File: src/rtl/instr_mem_loadable.sv
// Word-addressed instruction memory: program download in LOAD, then
// write-protected registered fetches with stall hold in RUN.
module instr_mem_loadable #(
  parameter int                    DATA_WIDTH = 32,
  parameter int                    DEPTH      = 32,
  parameter int                    ADDR_WIDTH = 5,
  parameter logic [DATA_WIDTH-1:0] NOP_WORD   = '0
) (
  input  logic                  clk,
  input  logic                  rst_n,
  input  logic                  load_we,
  input  logic [ADDR_WIDTH-1:0] load_addr,
  input  logic [DATA_WIDTH-1:0] load_data,
  input  logic                  load_done,
  output logic                  load_err,
  output logic                  running,
  input  logic                  fetch_req,
  input  logic [ADDR_WIDTH-1:0] fetch_addr,
  input  logic                  fetch_stall,
  output logic                  fetch_ready,
  output logic [DATA_WIDTH-1:0] instr,
  output logic                  instr_valid,
  output logic                  fetch_err,
  output logic                  fetch_uninit
);

  // One extra bit so DEPTH == 2**ADDR_WIDTH is still representable.
  localparam logic [ADDR_WIDTH:0] DEPTH_LIM = (ADDR_WIDTH+1)'(DEPTH);

  typedef enum logic {ST_LOAD, ST_RUN} state_e;

  state_e                state_q, state_d;
  logic [DEPTH-1:0]      written_q, written_d;
  logic [DATA_WIDTH-1:0] instr_q, instr_d;
  logic                  instr_valid_q, instr_valid_d;
  logic                  fetch_err_q, fetch_err_d;
  logic                  fetch_uninit_q, fetch_uninit_d;
  logic                  load_err_q, load_err_d;

  logic [DATA_WIDTH-1:0] mem_q [DEPTH];

  logic load_in_range;
  logic fetch_in_range;
  logic mem_we;
  logic hold;
  logic accept;

  assign load_in_range  = {1'b0, load_addr} < DEPTH_LIM;
  assign fetch_in_range = {1'b0, fetch_addr} < DEPTH_LIM;
  assign mem_we         = (state_q == ST_LOAD) && load_we && load_in_range;

  // Fetch handshake: a request transfers on a cycle where fetch_req and
  // fetch_ready are both 1; the consumer takes instr on a cycle where
  // instr_valid is 1 and fetch_stall is 0, otherwise the result is held.
  assign hold        = instr_valid_q && fetch_stall;
  assign fetch_ready = (state_q == ST_RUN) && !hold;
  assign accept      = fetch_req && fetch_ready;

  always_comb begin
    state_d        = state_q;
    written_d      = written_q;
    instr_d        = instr_q;
    instr_valid_d  = instr_valid_q;
    fetch_err_d    = fetch_err_q;
    fetch_uninit_d = fetch_uninit_q;
    load_err_d     = load_we && ((state_q == ST_RUN) || !load_in_range);

    if (mem_we) begin
      written_d[load_addr] = 1'b1;
    end
    if (state_q == ST_LOAD && load_done) begin
      state_d = ST_RUN;
    end

    if (accept) begin
      instr_valid_d = 1'b1;
      if (!fetch_in_range) begin
        instr_d        = NOP_WORD;
        fetch_err_d    = 1'b1;
        fetch_uninit_d = 1'b0;
      end else if (!written_q[fetch_addr]) begin
        instr_d        = NOP_WORD;
        fetch_err_d    = 1'b0;
        fetch_uninit_d = 1'b1;
      end else begin
        instr_d        = mem_q[fetch_addr];
        fetch_err_d    = 1'b0;
        fetch_uninit_d = 1'b0;
      end
    end else if (!hold) begin
      instr_valid_d = 1'b0;
    end
  end

  always_ff @(posedge clk or negedge rst_n) begin
    if (!rst_n) begin
      state_q        <= ST_LOAD;
      written_q      <= '0;
      instr_q        <= NOP_WORD;
      instr_valid_q  <= 1'b0;
      fetch_err_q    <= 1'b0;
      fetch_uninit_q <= 1'b0;
      load_err_q     <= 1'b0;
    end else begin
      state_q        <= state_d;
      written_q      <= written_d;
      instr_q        <= instr_d;
      instr_valid_q  <= instr_valid_d;
      fetch_err_q    <= fetch_err_d;
      fetch_uninit_q <= fetch_uninit_d;
      load_err_q     <= load_err_d;
    end
  end

  // Array is deliberately not reset; stale words are masked by written_q.
  always_ff @(posedge clk) begin
    if (mem_we) begin
      mem_q[load_addr] <= load_data;
    end
  end

  assign running      = (state_q == ST_RUN);
  assign instr        = instr_q;
  assign instr_valid  = instr_valid_q;
  assign fetch_err    = fetch_err_q;
  assign fetch_uninit = fetch_uninit_q;
  assign load_err     = load_err_q;

endmodule

File: config.mk
export PLATFORM = sky130hd
export DESIGN_NAME = instr_mem_loadable
export DESIGN_NICKNAME = d
export VERILOG_FILES = /design/src/rtl/instr_mem_loadable.sv
export SDC_FILE = /design/constraint.sdc
export NUM_CORES = 1
export LEC_CHECK = 0
export ABC_CLOCK_PERIOD_IN_PS = 6800
export CAP_MARGIN = 20
export CORE_MARGIN = 2
export CORE_UTILIZATION = 45
export CTS_CLUSTER_SIZE = 16
export DETAILED_ROUTE_END_ITERATION = 10
export GPL_ROUTABILITY_DRIVEN = 0
export PLACE_DENSITY = 0.61
export SETUP_SLACK_MARGIN = 0.3
export SLEW_MARGIN = 20
export SYNTH_ARGS = -nofsm -noshare
export SYNTH_HDL_FRONTEND = slang
export SYNTH_SLANG_ARGS = --single-unit
File: constraint.sdc
create_clock -name clk -period 6.8 [get_ports clk]
set_clock_uncertainty 0.2 [all_clocks]
set_input_delay 0.68 -clock clk [delete_from_list [all_inputs] [get_ports clk]]
set_output_delay 0.68 -clock clk [all_outputs]
set_load 0.05 [all_outputs]
# Word level (Yosys, flattened, before mapping)
# Memory sizes are Yosys's and may differ from the RTL's.
# Index checks and enable logic that the tools add are counted.
[op_classes]
order_cmp = 3
n_eq_ne = 1
muxes = 10
bitwise = 2
n_reduce_logical = 8
[ops]
columns = ["operator", "n"]
rows = [
  ["32-bit 2-to-1 mux", 1],
  ["32-bit bitwise OR", 1],
  ["5-bit by 6-bit less-than comparator with 1-bit output, second input constant", 2],
  ["1-bit logical AND", 7],
  ["1-bit 2-to-1 mux", 7],
  ["1-bit binary-select mux with 5-bit select", 1],
  ["1-bit demux with 5-bit select", 1],
  ["5-bit by 1-bit >= comparator with 1-bit output, second input constant", 1],
  ["2-bit by 1-bit != test with 1-bit output, second input constant", 1],
  ["1-bit zero test", 1],
  ["1-bit NOT", 1],
]
[totals]
ff_bits = 68
ram_bits = 1024
inputBits = 48
output_inout_bits = 38
elab_cells = 31
memories = 1
[memory_table]
columns = ["memory", "words", "word_bits", "rd", "rd_ports_with_merged_regs", "write_ports", "line", "source"]
rows = [
  ["mem_q", 32, 32, 1, 0, 1, "40", "logic [DATA_WIDTH-1:0] mem_q [DEPTH];"],
]

# Depth between registers and ports, before layout
[depth]
depth_word = 5
ltp_mapped = 8
mapped_depth_nobuf = 5

# Least setup slack after synthesis
# Ideal clock, no wire load.
[synth_path]
path_kind = "register to register"
startpoint = "register state_q, in the netlist running"
endpoint = "memory mem_q[12][0], enable pin"
setup_time_ns = 0.422
arrival_ns = 2.681
required_time_ns = 6.178
path_slack_ns = 3.497
path_stages_with_launch = 5
n_path_buf = 1
period_less_slack_ns = 3.303
cell_sequence = "dfrtp_1 > nand2b_1 > or3_1 > clkbuf_1 > nor2_1"
[synth_between]
elab_chain_len = 4
[synth_rtl]
columns = ["item", "line", "source"]
rows = [
  ["start, declared", "32", "state_e state_q, state_d;"],
  ["start signal, assigned", "105", "state_q <= state_d;"],
  ["1-bit NOT", "50", "assign mem_we = (state_q == ST_LOAD) && load_we && load_in_range;"],
  ["1-bit logical AND", "50", ""],
  ["1-bit 2-to-1 mux", "117", "if (mem_we) begin"],
  ["1-bit 2-to-1 mux (implied by the code)", "118", "mem_q[load_addr] <= load_data;"],
  ["end, declared", "40", ""],
]
# Every way passes these cells.

# Worst setup path after layout
[layout_path]
startpoint = "input load_we"
endpoint = "memory mem_q[31][15], enable pin"
[layout_between]
elab_chain_len = 3
[layout_rtl]
columns = ["item", "line", "source"]
rows = [
  ["start, declared", "11", "input logic load_we,"],
  ["1-bit logical AND", "50", ""],
  ["1-bit 2-to-1 mux", "117", ""],
  ["1-bit 2-to-1 mux (implied by the code)", "118", ""],
]
# Every way passes these cells.

==> impl_metrics.tcl <==
set metrics [dict create \
    antenna_found_initial 0 \
    p_per_area_nw_per_um2 294.6 \
    cp.required_ns 6.93 \
    maxCapViolCount 0 \
    hold_viol 0 \
    rsz0062_at_grt "no" \
    final.setup.tns_ns 0 \
    ant_nets 0 \
    tightestPinTransition_ns 1.117 \
    seq_area_frac_synth_pct 78.17 \
    grt_pass1_wl_mm 143.1 \
    synth.distinct_cells 28 \
    clk_latency_ns 0.69 \
    io_pins 86 \
    r2r_slack_ns 3.42 \
    synth_edf_count 1024 \
    cts_buffers 110 \
    first_global_vias 20140 \
    wire_per_inst_um 30.58 \
    synth_flop_cell "edfxtp_1" \
    rows 111 \
    finalCriticalPeriod_ns 3.485 \
    syn_to_final_growth_pct 14.69 \
    diodes 0 \
    cts_tree "built" \
    crit_start "load_we" \
    hold_path.class "in2async" \
    die_height_um 307.7 \
    drt_first_iter_violations 2202 \
    syn_nets 1854 \
    grt_start_max_net_pins 98 \
    start_util_pct 45.36 \
    root_buffer "clkbuf_16" \
    port_buffers 84 \
    drt_pass1_iterations 5 \
    leakage_nw 15.28 \
    avgViaCountPerCell 5.956 \
    synthCells 1806 \
    htreeDepth 3 \
    synth_seq_cells 1092 \
    slew_viol_final 0 \
    drc 0 \
    fin_util_pct 52.02 \
    clk_pin_slew_worst_paths_ns 0.06 \
    worst-path-max-fanout 17 \
    synth.cell_area_um2 41510 \
    overflow 0 \
    totalWireLength_mm 99.01 \
    relSlewSlack_pct 25.37 \
    crit_type "in2reg" \
    endpoint_kind "flip-flop" \
    mostFrequentLayoutCell "edfxtp_1" \
    crit-reg2reg-launch "running" \
    die-area_um2 94700 \
    die_w_um 307.7 \
    clk_path_buf_depth 3 \
    outcome "completed" \
    numPlacedInstances 3028 \
    reg2regPathDepth 4 \
    reg2reg_to "mem_q[31][15]" \
    stdcell_count 3238 \
    post-cts-setup-buffers 0 \
    hpwl_mm 50.15 \
    period_share_pct 51.25 \
    grtUsageTotal_pct 21.27 \
    nets 2004 \
    startpoint_type "primary input" \
    fmax_mhz 286.9 \
    cts_sinks 1092 \
    setup_violations 0 \
    synth_area_per_cell_um2 22.99 \
    core_area_um2 91520 \
    peakVddDrop_mv 0.1958 \
    async_flop_share_pct 6.227 \
    crit_arrival_ns 3.61 \
    drive_above_1_share_pct 31.53 \
    yosysWarningCount 0 \
    vias 19280 \
    final_cell_mix "edfxtp_1 (1024), mux4_2 (265), clkbuf_16 (111)" \
]
-- routing by layer --
| metal | global-route usage, % | wire (um) |
|---|---|---|
| met2 | 34.39 | 48460 |
| met1 | 29.63 | 41300 |
| met5 | 0 | 0 |
| met3 | 4.294 | 7188 |
| met4 | 5.933 | 2055 |
-- state kept, by name (all words and copies together) (netlist names) --
signal / flops
fetch_uninit: 1
instr: 32
instr_valid: 1
load_err: 1
mem_q: 1024
running: 1
written_q: 32
-- repair_timing --
action	in CTS	in global routing
hold endpoints to repair	16	0
gates resized for setup	0	0
hold buffers	1	0
-- kinds of logic (layout without fill, tap and decap cells) --
family	count (synthesis)	after routing	share of synthesized area, %
compound gates	100	100	1.624
buf+inv	96	342	1.076
flops	1092	1092	78.17
mux	395	395	17.70
other cells	1	1	0.009033
simple gates	122	122	1.420
-- per-stage QoR --
stage	hold slack (ns)	cell area, um^2	total power, mW	setup WS (ns)
after floorplan	0.1844	41510	7.957	3.497
after global placement	0.2456	44090	8.244	2.648
after global routing	0.2574	47610	14.45	3.201
after CTS	0.2168	47670	14.15	3.323
after detailed placement	0.2504	44090	8.260	2.630
final	0.2430	47610	14.03	3.315
-- power breakdown --
group	internal [mW]	switching, mW
combinational	0.275	0.431
clock	3.38	2.54
sequential	7.37	0.0217
total	11.0	2.99
-- final cells by class --
| type | instances | area (um^2) |
|---|---|---|
| tap | 1186 | 1484 |
| fill | 6950 | 43910 |
| inverter | 1 | 3.754 |
| sequential | 1092 | 32450 |
| multi-input combinational | 618 | 8889 |
| clock inverter | 67 | 581.8 |
| clock buffer | 141 | 2990 |
| timing repair buffer | 133 | 1212 |
-- worst max-delay path, stage by stage --
cell and delay, ns:
clkdlybuf4s50_1 0.50, nor2b_1 0.22, nand3_1 0.65, nor2_4 1.00
buf_4 0.52
-- synth_stat cells, drive strengths merged (2+ instances only) --
cell | n | area [um^2]
edfxtp | 1024 | 30750
mux4 | 265 | 5968
dfrtp | 68 | 1702
mux2i | 66 | 660.6
mux2 | 64 | 720.7
buf | 59 | 307.8
nand2 | 38 | 142.6
clkbuf | 36 | 135.1
nor2 | 35 | 131.4
or2 | 33 | 206.5
a221oi | 32 | 280.3
o21ai | 32 | 160.1
o22ai | 32 | 200.2
nand3b | 5 | 37.54
a21boi | 2 | 15.01
nand2b | 2 | 12.51
nand3 | 2 | 10.01
nor2b | 2 | 12.51
or3 | 2 | 12.51
or3b | 2 | 17.52
-- how the worst max path moves through the flow --
stage,to,slack (ns),depth (start not counted)
6_report,mem_q[31][15],3.31,5
5_1_grt,mem_q[14][16],3.20,5
4_1_cts,mem_q[19][11],3.32,5
3_5_place_dp,mem_q[19][5],2.63,5
3_3_place_gp,mem_q[14][16],2.65,5
2_1_floorplan,mem_q[12][0],3.50,4
(Power assumes the default switching activity.)
